### src/rtl/mem_access_ctrl.sv
// Load/store sequencer between execute and the Avalon-style data bus.
// Captures a request, forms the effective address, runs one bus transfer and extends load data.
module mem_access_ctrl #(
  parameter logic [5:0] OPCODE_LW  = 6'h23,
  parameter logic [5:0] OPCODE_SW  = 6'h2B,
  parameter logic [5:0] OPCODE_LB  = 6'h20,
  parameter logic [5:0] OPCODE_LBU = 6'h24,
  parameter logic [5:0] OPCODE_SB  = 6'h28
) (
  input  logic        clk,
  input  logic        reset,
  input  logic        start,
  input  logic [5:0]  opcode,
  input  logic [31:0] base,
  input  logic [31:0] offset,
  input  logic [31:0] store_data,
  output logic        busy,
  output logic        done,
  output logic [31:0] load_data,
  output logic        addr_error,
  output logic [31:0] address,
  output logic        read,
  output logic        write,
  output logic [31:0] writedata,
  output logic [3:0]  byteenable,
  input  logic [31:0] readdata,
  input  logic        waitrequest
);

  typedef enum logic [1:0] {IDLE, REQ, FIN, ERR} state_t;

  state_t      state, state_nxt;
  logic [5:0]  op_p1;
  logic [1:0]  lane_p1;
  logic        is_load_p1;

  logic [31:0] ea_p0;
  logic        supported_p0;
  logic        is_word_p0;
  logic        is_load_p0;
  logic        misaligned_p0;
  logic        accept_p0;

  // Pick the addressed byte lane (little-endian) and extend it for byte loads.
  function automatic logic [31:0] load_extend(input logic [5:0]  op,
                                              input logic [1:0]  lane,
                                              input logic [31:0] word);
    logic [31:0]        shifted;
    logic signed [7:0]  sbyte;
    logic signed [31:0] sext;
    shifted = word >> {lane, 3'b000};
    sbyte   = signed'(shifted[7:0]);
    sext    = sbyte;
    if (op == OPCODE_LB)
      return unsigned'(sext);
    else if (op == OPCODE_LBU)
      return {24'h0, shifted[7:0]};
    else
      return word;
  endfunction

  // Request decode, stage 0: combinational view of the incoming request.
  always_comb begin
    ea_p0         = base + offset;
    supported_p0  = (opcode == OPCODE_LW) || (opcode == OPCODE_SW) ||
                    (opcode == OPCODE_LB) || (opcode == OPCODE_LBU) ||
                    (opcode == OPCODE_SB);
    is_word_p0    = (opcode == OPCODE_LW) || (opcode == OPCODE_SW);
    is_load_p0    = (opcode == OPCODE_LW) || (opcode == OPCODE_LB) ||
                    (opcode == OPCODE_LBU);
    misaligned_p0 = is_word_p0 && (ea_p0[1:0] != 2'b00);
    accept_p0     = (state == IDLE) && start && supported_p0;
  end

  always_ff @(posedge clk or posedge reset) begin
    if (reset) state <= IDLE;
    else       state <= state_nxt;
  end

  always_comb begin
    state_nxt = state;
    case (state)
      IDLE: if (accept_p0) state_nxt = misaligned_p0 ? ERR : REQ;
      REQ:  if (!waitrequest) state_nxt = FIN;
      FIN:  state_nxt = IDLE;
      ERR:  state_nxt = IDLE;
      default: state_nxt = IDLE;
    endcase
  end

  always_comb begin
    busy       = (state != IDLE);
    done       = (state == FIN) || (state == ERR);
    addr_error = (state == ERR);
    read       = (state == REQ) && is_load_p1;
    write      = (state == REQ) && !is_load_p1;
  end

  // Stage 1: captured request and bus-facing registers; bus fields stay frozen through REQ.
  always_ff @(posedge clk or posedge reset) begin
    if (reset) begin
      op_p1      <= '0;
      lane_p1    <= '0;
      is_load_p1 <= 1'b0;
      address    <= '0;
      writedata  <= '0;
      byteenable <= '0;
      load_data  <= '0;
    end else begin
      if (accept_p0 && !misaligned_p0) begin
        op_p1      <= opcode;
        lane_p1    <= ea_p0[1:0];
        is_load_p1 <= is_load_p0;
        address    <= {ea_p0[31:2], 2'b00};
        writedata  <= is_word_p0 ? store_data : {4{store_data[7:0]}};
        byteenable <= is_word_p0 ? 4'b1111 : (4'b0001 << ea_p0[1:0]);
      end
      if ((state == REQ) && !waitrequest && is_load_p1)
        load_data <= load_extend(op_p1, lane_p1, readdata);
    end
  end

endmodule

### config.mk
export PLATFORM = sky130hd
export DESIGN_NAME = mem_access_ctrl
export DESIGN_NICKNAME = d
export VERILOG_FILES = /design/src/rtl/mem_access_ctrl.sv
export SDC_FILE = /design/constraint.sdc
export NUM_CORES = 1
export LEC_CHECK = 0
export ABC_AREA = 1
export BUFFER_PORTS_ARGS = -buffer_cell sky130_fd_sc_hd__buf_4
export CAP_MARGIN = 20
export CORE_MARGIN = 4
export CORE_UTILIZATION = 50
export DETAILED_ROUTE_END_ITERATION = 12
export GPL_TIMING_DRIVEN = 0
export PLACE_DENSITY = 0.82
export SLEW_MARGIN = 15
export SYNTH_ARGS = -nofsm -noshare
export SYNTH_HDL_FRONTEND = slang
export SYNTH_SLANG_ARGS = --single-unit
### constraint.sdc
create_clock -name clk -period 4.3 [get_ports clk]
set_input_delay 0.43 -clock clk [delete_from_list [all_inputs] [get_ports clk]]
set_output_delay 0.43 -clock clk [all_outputs]
set_load 0.05 [all_outputs]
; ---- Yosys cells after proc, flatten, opt, wreduce, memory -nomap -nowiden
; Index checks and enable logic that the tools add are counted.
; Widths: inputs -> output; s select.
[word_totals]
register_bits = 109
out_inout_bits = 105
elab_cells = 54
[classes]
add_sub_neg = 1
n_eq_ne = 12
shifts = 2
n_mux = 8
n_reduce_logical = 23
[ops]
columns = operator, count
row1 = $mux 32, 3
row2 = $eq 6x6->1 const B, 7
row3 = $add 32x32->32, 1
row4 = $shr 32x5->8, 1
row5 = $logic_and 1x1->1, 8
row6 = $logic_or 1x1->1, 7
row7 = $mux 2, 3
row8 = $pmux 2 s3, 1
row9 = $eq 2x2->1 const B, 2
row10 = $mux 4, 1
row11 = $ne 2x2->1 const B, 2
row12 = $reduce_bool 2->1, 2
row13 = $shl 1x2->4 const A, 1
row14 = $logic_not 1->1, 3
row15 = $eq 2x1->1 const B, 1
row16 = $logic_not 2->1, 1
row17 = $reduce_and 2->1, 1
row18 = $reduce_or 2->1, 1

; ---- Longest topological paths before layout
[logic_depth]
depth_word = 8
mapped_depth = 14
ltp_nobuf = 14

; ---- Worst setup path before layout
; No wires, ideal clock.
[synth_timing]
path_kind = input port to flip-flop
startpoint = in offset[0]
endpoint = reg address[23]
setup_ps = 118
t_arrival_ps = 1850
required_time_ps = 4182
path_slack_ps = 2333
path_stages = 10
path_buffers = 2
cell_sequence = ha_1 inv_1 fa_1 a21oi_2 nor2_2 inv_2 buf_6 buf_6 nand2_1 nand2_1
[synth_between]
elab_chain_len = 5
[synth_lines]
columns = element, line
row1 = "start, declared", 15  ; input logic [31:0] offset,
row2 = $add 32x32->32 (*), 64  ; ea_p0 = base + offset;
row3 = $reduce_bool 2->1, 71  ; misaligned_p0 = is_word_p0 && (ea_p0[1:0] != 2'b00);
row4 = $logic_and 1x1->1, 71
row5 = $logic_not 1->1, 110  ; if (accept_p0 && !misaligned_p0) begin
row6 = $logic_and 1x1->1, 110
row7 = "end signal, assigned", 114  ; address <= {ea_p0[31:2], 2'b00};
row8 = "end, declared", 21  ; output logic [31:0] address,
; Mark *: on every way between the ends. The rest lies on a longest branch, timed or not.
; A chain may end at the register's enable or synchronous reset.

; ---- Worst setup path in the final report
[layout_timing]
startpoint = in offset[0]
endpoint = reg writedata[10]
[layout_between]
elab_chain_len = 5
[layout_lines]
columns = element, line
row1 = $add 32x32->32, 64
row2 = $reduce_bool 2->1, 71
row3 = $logic_and 1x1->1, 71
row4 = $logic_not 1->1, 110
row5 = $logic_and 1x1->1, 110
row6 = "end signal, assigned", 115  ; writedata <= is_word_p0 ? store_data : {4{store_data[7:0]}};
row7 = "end, declared", 24  ; output logic [31:0] writedata,
; Every way passes these cells.

==> key figures <==
Outcome
  • Status: finished clean

Setup path
  • CP Depth: 9
  • Max incr delay on CP: 610 ps
  • Critical Path Fanout Max: 10
  • Critical-path cell list: buf_4, ha_1, inv_1, fa_1, a21oi_2, nor2_2, buf_2, nand3_1, nand3_1
  • CP delay by family, top: adder cells
  • FF-to-FF Start: op_p1[4]
  • Most common cell on crit path: nand3_1
  • WP data arrival: 2320 ps
  • Required time worst endpoint: 4580 ps
  • R2R cell count: 6
  • CP Class: input port to flop
  • CP bufs+invs: 3
  • Crit end category: flop
  • Critical Path Source Type: input port
  • Slowest cell on crit path: fa_1
  • CP Launch Point: offset[0]

Yosys
  • Synth Instances: 1036
  • Sequential fraction of the synthesis area: 0.3851
  • Adder-Cell Fraction of Synth Area: 0.05759
  • Synth Area in Compound Gates: 0.1026
  • Post-synthesis async set-or-reset flop share: 1.000
  • Simple-Gate Fraction of Synth Area: 0.3309
  • Main combinational cell family by area after synthesis: simple AND/OR/NAND/NOR gates
  • Synth warnings: 0
  • Synth Flop Type: dfrtp_1
  • Post-synthesis mux area share: 0
  • Library cells used by synthesis: 37
  • FF+latch count, synth: 109
  • Syn avg cell area: 6.837 sq um
  • EDFF count, synth: 0
  • Synth Cell Area: roughly 7100 sq um
  • XOR/XNOR share of the synthesized area: 0.01607

Power
  • Peak supply drop: around 0.36 mV
  • Lkg Pwr: 5.375 nW
  • PwrDens: between 500 and 600 nW/um^2

STA
  • # setup viols final: 0
  • Max Clk Rate: 0.4913 GHz
  • Final hold violation count: 0
  • Pin slew with the least headroom to its limit: 530.0 ps
  • Worst-case clock skew: 10.08 ps
  • Count of final max-slew check failures: 0
  • Min Clock Period, post-route: 2035 ps
  • RSZ-0062 raised after global routing: false
  • Hold WS: 105.8 ps
  • Worst rel slew slack: 0.6467
  • Fin crit share: 0.4734

Flow run
  • Max_cap viols: 0

Global route
  • Number of global-route vias before repair: 7236
  • First-pass GRT wire length: 36070 um
  • GRT Resource Usage Total: 0.2761
  • Grt total ovfl: 0
  • Initial antenna violation count: 0
  • Largest net degree at the start of global routing: 57

Floorplan
  • Rows: 43
  • I/O pin count: 243
  • Die height: 127.0 um
  • Starting Density: 0.5103
  • Core area: 13880 sq um
  • Die width: between 100 and 150 um
  • Full die area: 16130 sq um

Clocking
  • Setup bufs post-CTS: 0
  • Hold buffers post-CTS: 0
  • Clock Sinks: approximately 110
  • Reg clk slew, reported paths: 80 ps
  • Max clock buf depth: 2
  • CTS resizes: 0
  • CTS tree: yes
  • Clock root buffer: clkbuf_16
  • H-tree levels: 3
  • Num CTS Buffers: 9
  • Worst-skew pair later-pin latency: 360 ps

Finish
  • Storage element area: 2728 sq um
  • FILL cells: 1250
  • Inserted Diodes: 0
  • Area delta synth->final: 33.17%
  • Final Util: 0.6796
  • Nets: approximately 1500
  • Multi-input logic area: 3600 sq um
  • Share of cells above drive strength 1: 0.2289

Placement
  • DP HPWL: approximately 18000 um
  • RD Place Congestion: 0.9571
  • IO buf count: 240

Detailed routing
  • WL/cell: 15.26 um
  • Drt first pass iters: 5
  • DRC: 0
  • Final ANT Viol Nets: 0
  • Vias post-DR: 7609
  • Starting DRC count in detailed routing: 575
  • Post-Route WL: 22480 um
  • Post-DR vias/cell: 5.166

Worst hold path
  • Hold Crit Class: input port to async pin
## per-stage QoR
stage,power [mW],cells,setup WS [ps],setup TNS (ps),cell area [sq um]
floorplan,3.158,1037,996.1,0,7087
global placement,3.960,1457,-380.1,-40880,9114
global route,5.050,1473,2163,0,9433
finish,4.806,1473,2265,0,9433
detailed placement,3.997,1458,1918,0,9146
CTS,4.819,1473,2283,0,9433
## worst register-to-register path, cell delays in order, from the launching register on
cell and delay, ps:
dfrtp_1 370, or2_1 260, nor2_4 170, clkinv_1 250, clkbuf_1 300, a21oi_1 260
a21oi_1 110
## power breakdown
| group | internal, mW | switching, mW | total (mW) | leakage [nW] |
|---|---|---|---|---|
| registers | 1.33 | 0.196 | 1.53 | 1.34 |
| clock network | 0.403 | 0.418 | 0.821 | 0.136 |
| logic | 0.748 | 1.71 | 2.46 | 3.90 |
| total | 2.48 | 2.32 | 4.81 | 5.37 |
## state kept, by name, indices dropped and copies added, names as in the netlist
name / flops
op_p1: 6
is_load_p1: 1
address: 30
writedata: 32
load_data: 32
lane_p1: 2
byteenable: 4
state: 2
## cell families after synthesis
kind of cell    count (synthesis)
flops                         109
compound gates                129
simple gates                  576
fa+ha+maj                      32
buf+inv                       176
other cells                     1
xor+xnor                       13
## metal layers
metal | routed length [um] | global-route usage | vias to the layer above
met2 | 11110 | 0.4729 | 342
li1 | - | - | 3784
met4 | 671 | 0.1009 | 0
met3 | 1591 | 0.03888 | 48
met1 | 9109 | 0.3577 | 3435
met5 | 0 | 0 | -
## final timing paths
kind / end / slack [ps]
min in group clk: writedata[5] / 290
worst min-delay path: load_data[21] / 110
worst max register to register: load_data[19] / 2490
worst max-delay path: writedata[10] / 2260
max in group asynchronous: address[20] / 3540
worst min register to register: op_p1[5] / 450
## synthesized netlist by cell type, types with 2 or more instances
library cell,instances,share of area
dfrtp_1,109,0.39
nand3_1,103,0.073
xnor2_1,12,0.015
buf_4,6,0.0064
a21oi_1,73,0.052
nor3_1,4,0.0028
buf_2,13,0.0092
o21bai_1,4,0.0042
clkinv_1,2,0.0011
clkbuf_1,8,0.0042
o22ai_1,2,0.0018
ha_1,31,0.055
o21ai_0,25,0.018
inv_2,4,0.0021
buf_6,8,0.013
o221ai_1,7,0.0087
o211ai_1,8,0.0085
o21ai_1,3,0.0021
nand3b_1,4,0.0042
or2_1,2,0.0018
nand4_1,3,0.0026
nor2_1,94,0.050
or2_2,2,0.0018
buf_1,2,0.0011
a21oi_2,3,0.0037
inv_1,133,0.070
nand2_1,361,0.19
## final cells by class
type / count / share of cell area
plain buffers: 37 / 0.02520
clock buffers: 9 / 0.02388
clock inverters: 6 / 0.006500
inverters: 139 / 0.05584
multi-input cells: 752 / 0.3816
flip-flops and latches: 109 / 0.2892
well taps: 180 / 0.02388
repair buffers: 241 / 0.1939
## layout by cell type (no fill, tap or decap), drive strengths merged
cell	netlist	layout
ha	31	31
a21oi	76	76
a32o	1	1
a31oi	1	1
fa	1	1
nand3b	4	4
inv	137	138
o22ai	2	2
dfrtp	109	109
nand3	103	103
o21bai	4	4
clkinvlp	0	1
nor2	96	96
nor3	4	4
nand2	361	361
o31ai	1	1
a21o	1	1
o221ai	7	7
or2	5	5
conb	1	2
clkbuf	8	17
xor2	1	1
xnor2	12	12
clkinv	2	6
o21ai	28	28
buf	29	270
nand4	3	3
o211ai	8	8
Note: power is estimated with default switching activity, not from simulation.
